<file path="config.mk">
export PLATFORM = sky130hd
export DESIGN_NAME = exc_sequencer
export DESIGN_NICKNAME = d
export VERILOG_FILES = /design/src/rtl/exc_sequencer.sv
export SDC_FILE = /design/constraint.sdc
export NUM_CORES = 1
export LEC_CHECK = 0
export ABC_AREA = 1
export CAP_MARGIN = 20
export CORE_MARGIN = 2
export CORE_UTILIZATION = 55
export DETAILED_ROUTE_END_ITERATION = 10
export DONT_BUFFER_PORTS = 1
export GPL_TIMING_DRIVEN = 0
export PLACE_DENSITY = 0.79
export SLEW_MARGIN = 20
export SYNTH_ARGS = -nofsm -noshare
export SYNTH_HDL_FRONTEND = slang
export SYNTH_SLANG_ARGS = --single-unit
</file>
<file path="constraint.sdc">
create_clock -name clock -period 1.7 [get_ports clock]
set_input_delay 0.17 -clock clock [delete_from_list [all_inputs] [get_ports clock]]
set_output_delay 0.17 -clock clock [all_outputs]
set_load 0.005 [all_outputs]
</file>
<file path="src/rtl/exc_sequencer.sv">
// Exception/ERET sequencer: flushes younger stages and redirects fetch to the handler or EPC.
// Latency: flush/kill same cycle as the request; pc_load rises on the next edge (1 cycle).
// Backpressure: redirect is held until fetch_ready; requests are ignored while a redirect is pending.
module exc_sequencer #(
    parameter logic [31:0] HANDLER_ADDR = 32'h0000_4180,
    parameter int          CNT_W        = 16
) (
    input  logic             clock,
    input  logic             reset,
    input  logic             kernel_req,
    input  logic             eret_m,
    input  logic [31:0]      epc,
    input  logic             md_busy,
    input  logic             fetch_ready,
    output logic             flush_fde,
    output logic             kill_m,
    output logic             pc_load,
    output logic [31:0]      pc_redirect,
    output logic             md_cancel,
    output logic             busy,
    output logic [CNT_W-1:0] trap_cnt,
    output logic [CNT_W-1:0] eret_cnt
);

    typedef enum logic [1:0] {
        IDLE = 2'd0,
        TRAP = 2'd1,
        RET  = 2'd2
    } state_t;

    state_t state, state_nxt;
    logic   take_trap;
    logic   take_eret;
    logic   handoff;

    always_comb begin
        state_nxt = state;
        flush_fde = 1'b0;
        kill_m    = 1'b0;
        take_trap = 1'b0;
        take_eret = 1'b0;
        handoff   = 1'b0;
        if (!reset) begin
            case (state)
                IDLE: begin
                    // Trap has priority; a concurrent eret is dropped, as in CP0.
                    if (kernel_req) begin
                        take_trap = 1'b1;
                        flush_fde = 1'b1;
                        kill_m    = 1'b1;
                        state_nxt = TRAP;
                    end else if (eret_m) begin
                        take_eret = 1'b1;
                        flush_fde = 1'b1;
                        state_nxt = RET;
                    end
                end
                TRAP, RET: begin
                    flush_fde = 1'b1;
                    if (fetch_ready) begin
                        handoff   = 1'b1;
                        state_nxt = IDLE;
                    end
                end
                default: state_nxt = IDLE;
            endcase
        end
    end

    always_ff @(posedge clock) begin
        if (reset) begin
            state       <= IDLE;
            pc_load     <= 1'b0;
            pc_redirect <= 32'h0;
            md_cancel   <= 1'b0;
            trap_cnt    <= '0;
            eret_cnt    <= '0;
        end else begin
            state     <= state_nxt;
            md_cancel <= take_trap & md_busy;
            if (take_trap) begin
                pc_load     <= 1'b1;
                pc_redirect <= HANDLER_ADDR;
                trap_cnt    <= trap_cnt + CNT_W'(1);
            end else if (take_eret) begin
                pc_load     <= 1'b1;
                pc_redirect <= epc;
                eret_cnt    <= eret_cnt + CNT_W'(1);
            end else if (handoff) begin
                pc_load <= 1'b0;
            end
        end
    end

    assign busy = (state != IDLE);

endmodule

</file>
==> flow_metrics.py, run 1 <==
metrics = {
    "setup_path": {
        "worstSetupEndpointType": "primary output",
        "crit_path_max_fanout": 5,
        "worstSetupStartpointType": "flip-flop",
        "crit_type": "reg -> out",
        "rr_worst_depth": 11,
        "worstPathRequired_ns": 1.53,
        "cp.arrival_ns": 1.48,
        "r2r_slack_ns": 0.13,
    },
    "sta": {
        "maxSlewHeadroom_pct": 61.4,
        "tns_ns": 0,
        "finalSetupViolCount": 0,
        "hold_ws_ns": 0.00962,
        "post-route-period-util_pct": 97.0,
        "fin_skew_ns": 0.0102,
        "drv_slew": 0,
        "fmax_mhz": 606,
        "tightest_slew_ns": 0.579,
        "hold_viol": 0,
        "fin_crit_ns": 1.65,
    },
    "detailed_routing": {
        "dr.max_layer_used": "met4",
        "avgViaCountPerCell": 5.28,
        "drtIter0Drc": 202,
        "firstDrtPassIters": 4,
        "wirelength_um": 7790,
        "met1Wirelength_um": 3160,
        "wl_met3_um": 706,
        "via_count": 2864,
        "wl_met2_um": 3810,
        "remaining_drc_errors": 0,
        "postRouteAntennaNets": 0,
        "wl_per_cell_um": 14.4,
    },
    "synth": {
        "synth-compound-area-share_pct": 10.8,
        "synth.avg_cell_area_sq_um": 7.14,
        "yosys.area_share.adder_pct": 1.70,
        "yosys.cell_count.top_type": "nand2_1",
        "synth_cells": 412,
        "ys_seq_elements": 68,
        "synth_top_area_share_pct": 46.3,
        "synth_xor_area_share_pct": 0.893,
        "synthSimpleGateAreaFrac_pct": 31.9,
        "yosys_warnings": 0,
        "synth_edf_count": 0,
        "synth_area_sq_um": 2940,
        "yosys-top-cells-count": "nand2_1 (123), dfxtp_1 (68), nor2_1 (46), inv_1 (45), a21oi_1 (43)",
        "synthTopCellsByArea": "dfxtp_1 (46%), nand2_1 (16%), a21oi_1 (7.3%)",
        "synth.area.mux_share_pct": 0,
        "synth_top_cell_by_area": "dfxtp_1",
        "async_flop_share_pct": 0,
        "synth_top_family_by_area": "simple AND/OR/NAND/NOR gates",
        "ys_types": 27,
        "seq_area_frac_synth_pct": 46.3,
        "syn_nets": 454,
        "synth_top_flop_cell": "dfxtp_1",
    },
    "floorplanning": {
        "core_sq_um": 5140,
        "fp.dieH_um": 77.1,
        "fp.dieArea_sq_um": 5950,
        "pin_count": 107,
        "start_util_pct": 57.3,
        "die_w_um": 77.1,
        "row_count": 26,
    },
    "finish": {
        "antenna_cells": 0,
        "syn_to_final_growth_pct": 26.2,
        "nFillCells": 386,
        "nets": 509,
        "final_layout_size_suffix_gt1_share_pct": 11.9,
    },
    "grt": {
        "grt_remaining_overflow": 0,
        "grt_pass1_wl_um": 12700,
        "grt_max_degree": 13,
        "grt_pass1_vias": 2805,
        "antenna_found_initial": 0,
        "grt.total_usage_pct": 26.5,
    },
    "run": {
        "max_cap_viol_count": 0,
    },
    "clock_tree": {
        "cts_max_level": 3,
        "root_buffer": "clkbuf_8",
        "cts_tree": "done",
        "clk_latency_ns": 0.34,
        "numCtsBuffers": 9,
        "clk_path_buf_depth": 2,
        "cts.sinks": 68,
        "clk_pin_slew_ns": 0.07,
    },
    "min_path": {
        "min_path_cells": 3,
        "holdCritPathClass": "in -> reg",
    },
    "pwr": {
        "cellPowerDensity_nw_per_um2": 958,
        "comb_power_share_pct": 11.6,
        "switching_share_pct": 25.3,
        "seqPwrFrac_pct": 47.4,
        "power.share.clock_pct": 41.0,
        "p_sw_mw": 0.900,
        "p_int_mw": 2.66,
        "p_leak_nw": 1.42,
        "ir_worst_vdd_mv": 0.601,
    },
    "place": {
        "hpwl_um": 4990,
        "place.gp.congestion": 0.829,
        "io_buffers": 0,
    },
    "status": {
        "status": "finished clean",
    },
}
-- flip-flops by register name, summed over array words and instances, names as in the netlist --
signal / count
state: 2
pc_load: 1
pc_redirect: 32
eret_cnt: 16
md_cancel: 1
trap_cnt: 16
-- layer usage --
layer,vias up,track usage (%)
met5,-,0
li1,1421,-
met4,0,10.2
met1,1306,30.4
met2,123,45.4
met3,14,9.06
-- critical path, cell delays in order (launching register included) --
cell	delay [ns]
dfxtp_2	0.33
inv_2	0.07
ha_4	0.17
nand2_4	0.07
nor2_4	0.15
buf_8	0.14
nor2_4	0.05
a21oi_2	0.16
-- what timing repair did --
| action | CTS | global route |
|---|---|---|
| buffers inserted | 4 | 6 |
| cloned | 0 | 1 |
| pin swaps | 3 | 8 |
| hold buffers | 33 | 0 |
| endpoints found under the hold margin | 34 | 0 |
| endpoints found under the setup margin | 1 | 12 |
| resized for setup | 10 | 5 |
-- final timing paths --
| kind | start | to |
|---|---|---|
| hold / removal | fetch_ready | pc_load |
| setup / recovery | state[1] | flush_fde |
| hold reg to reg | pc_redirect[28] | pc_redirect[28] |
| setup reg to reg | state[1] | eret_cnt[14] |
-- metrics by stage --
stage	setup slack [ns]	power [mW]	instance area (sq um)	utilization [%]	cells
3_3_place_gp	0.0996	1.97	3030	59.0	482
6_report	0.0511	3.56	3710	72.3	542
3_5_place_dp	0.0580	1.99	3030	59.0	482
2_1_floorplan	0.281	1.91	2940	-	412
4_1_cts	0.0256	3.52	3640	70.8	535
5_1_grt	-0.00448	3.69	3710	72.3	542
-- layout by cell type (no fill, tap or decap), types with 4 or more instances in the layout --
master         netlist  layout
a31oi_1              4       4
clkbuf_8             0       9
nor2_1              46      45
inv_1               45      42
dlygate4sd3_1        0      33
o21ai_0             11      11
nand4_1              4       4
a21oi_1             43      42
dfxtp_1             68      66
buf_2                4       4
clkbuf_1             5       6
nand3_1             26      26
nor2_4               5       5
nand2_1            123     123
buf_4                3      13
-- cells by family after synthesis --
logic type / count (synthesis)
compound gates: 61
xor+xnor: 3
fa+ha+maj: 4
buf+inv: 60
flops: 68
simple gates: 216
-- final cells by class --
class | instances | area [sq um] | share of cell area (%)
Clock inverter | 6 | 88.8 | 2.39
Timing Repair Buffer | 44 | 430 | 11.6
Multi-Input combinational cell | 284 | 1360 | 36.5
Buffer | 13 | 76.3 | 2.05
Tap cell | 70 | 87.6 | 2.36
Sequential cell | 68 | 1360 | 36.7
Clock buffer | 10 | 128 | 3.44
Inverter | 47 | 184 | 4.95
-- power by group through the flow --
stage | Combinational (mW) | Sequential [mW] | Clock, mW
2_1_floorplan | 0.208 | 1.71 | 0
3_3_place_gp | 0.256 | 1.72 | 0
3_5_place_dp | 0.266 | 1.72 | 0
4_1_cts | 0.367 | 1.68 | 1.47
5_1_grt | 0.453 | 1.69 | 1.54
6_report | 0.413 | 1.69 | 1.46
Note: power is estimated with default switching activity, not from simulation.
==> inputs of run 2 (changes only) <==
--- a/config.mk
+++ b/config.mk
@@ -7,7 +7,6 @@
 export LEC_CHECK = 0
 export ABC_AREA = 1
 export CAP_MARGIN = 20
-export CORE_MARGIN = 2
 export CORE_UTILIZATION = 55
 export DETAILED_ROUTE_END_ITERATION = 10
 export DONT_BUFFER_PORTS = 1
==> flow_metrics.py, run 2 (synthesis gave the netlist of run 1 again) <==
metrics = {
    "min_path": {
        "holdCritPathClass": "in -> reg",
        "hp-start": "fetch_ready",
    },
    "detailed_routing": {
        "wl_per_cell_um": 14.9,
        "drtIter0Drc": 179,
        "postRouteAntennaNets": 0,
        "avgViaCountPerCell": 5.39,
        "firstDrtPassIters": 4,
        "wirelength_um": 8100,
        "via_count": 2939,
        "remaining_drc_errors": 0,
    },
    "sta": {
        "finalSetupViolCount": 0,
        "hold_viol": 0,
        "fin_ws_ns": 0.0147,
        "fmax_mhz": 593,
        "post-route-period-util_pct": 99.1,
        "rsz0062_at_grt": "true",
        "fin_skew_ns": 0.00712,
        "fin_crit_ns": 1.69,
        "tightest_slew_ns": 0.586,
        "tns_ns": 0,
        "drv_slew": 0,
        "maxSlewHeadroom_pct": 60.9,
    },
    "place": {
        "place_inst": 482,
        "pre_cts_slack_ns": 0.0668,
        "hpwl_um": 4910,
        "io_buffers": 0,
        "place.gp.congestion": 0.839,
    },
    "pwr": {
        "ir_worst_vdd_mv": 0.659,
        "power_mw": 3.51,
        "cellPowerDensity_nw_per_um2": 935,
        "p_leak_nw": 1.43,
    },
    "floorplanning": {
        "die_w_um": 75.1,
        "fp.dieArea_sq_um": 5650,
        "row_count": 26,
        "start_util_pct": 57.3,
        "pin_count": 107,
        "fp.dieH_um": 75.1,
        "core_sq_um": 5140,
    },
    "finish": {
        "largestRegisters": "pc_redirect (32), eret_cnt (16), trap_cnt (16)",
        "syn_to_final_growth_pct": 27.5,
        "stdcell_count": 545,
        "antenna_cells": 0,
        "top_register": "pc_redirect",
        "nets": 512,
        "nFillCells": 411,
        "final_cell_mix": "nand2_1 (123), dfxtp_1 (66), nor2_1 (46)",
        "final_common_cell": "nand2_1",
        "final_layout_size_suffix_gt1_share_pct": 12.8,
        "largest_reg_flops": 32,
    },
    "setup_path": {
        "reg2reg_from": "state[1]",
        "crit_path_max_fanout": 6,
        "startpoint": "state[1]",
        "crit_type": "reg -> out",
        "cp.arrival_ns": 1.52,
        "worstPathRequired_ns": 1.53,
        "worstSetupStartpointType": "flip-flop",
        "r2r_slack_ns": 0.02,
        "worstSetupEndpointType": "primary output",
    },
    "clock_tree": {
        "clk_path_buf_depth": 2,
        "clk_latency_ns": 0.34,
        "cts_max_level": 3,
        "cts_tree": "done",
        "numCtsBuffers": 9,
        "root_buffer": "clkbuf_8",
        "cts.sinks": 68,
        "clk_pin_slew_ns": 0.08,
    },
    "grt": {
        "antenna_found_initial": 0,
        "grt_pass1_vias": 2636,
        "grt_pass1_wl_um": 11900,
        "grt_remaining_overflow": 0,
        "grt.total_usage_pct": 28.1,
        "grt_max_degree": 13,
    },
    "run": {
        "max_cap_viol_count": 0,
    },
    "status": {
        "status": "finished clean",
    },
}
-- run 2: final cells by class --
type                    count  area [sq um]  area share, %
multi-input cells         284          1360           36.3
flip-flops and latches     68          1360           36.4
plain buffers              13          76.3           2.03
clock inverters             5          60.1           1.60
repair buffers             47           465           12.4
inverters                  47           184           4.90
well taps                  70          87.6           2.33
clock buffers              11           151           4.04
-- run 2: worst max-delay path, stage by stage (launching register included) --
cell	delay, ns
dfxtp_2	0.33
inv_2	0.07
ha_4	0.17
nand2_4	0.09
nor2_4	0.14
buf_8	0.15
nor2_4	0.05
a21oi_2	0.17
-- run 2: final timing paths --
| path | depth (start not counted) | end |
|---|---|---|
| hold / removal | 3 | pc_load |
| setup / recovery | 7 | flush_fde |
| hold reg to reg | 2 | state[0] |
| setup reg to reg | 11 | eret_cnt[14] |
-- run 2: routing by layer --
layer | up-vias | part of all wire (%) | wire, um | track usage, %
met2 | 144 | 48 | 3910 | 47.5
met3 | 27 | 9.2 | 743 | 9.64
li1 | 1427 | - | - | -
met5 | - | 0 | 0 | 0
met1 | 1341 | 40 | 3240 | 32.5
met4 | 0 | 2.6 | 208 | 11.7
-- run 2: through the flow --
stage	util (%)	instance area, sq um	hold slack, ns
after floorplan	-	2940	0.282
after global placement	59.0	3030	0.288
after detailed placement	59.0	3030	0.287
after CTS	70.8	3640	0.0116
after global routing	73.0	3750	0.0127
final	73.0	3750	0.0168
-- run 2: power by group --
group          internal [mW]  switching, mW
combinational          0.195          0.230
clock                  0.757          0.640
sequential              1.64         0.0459
-- run 2: repair_timing --
item,CTS,global route
setup buffers,3,10
gates resized for setup,8,7
hold buffers,33,0
pin swaps,1,7
endpoints found under the hold margin,34,0
endpoints found under the setup margin,1,6
gates cloned,0,1
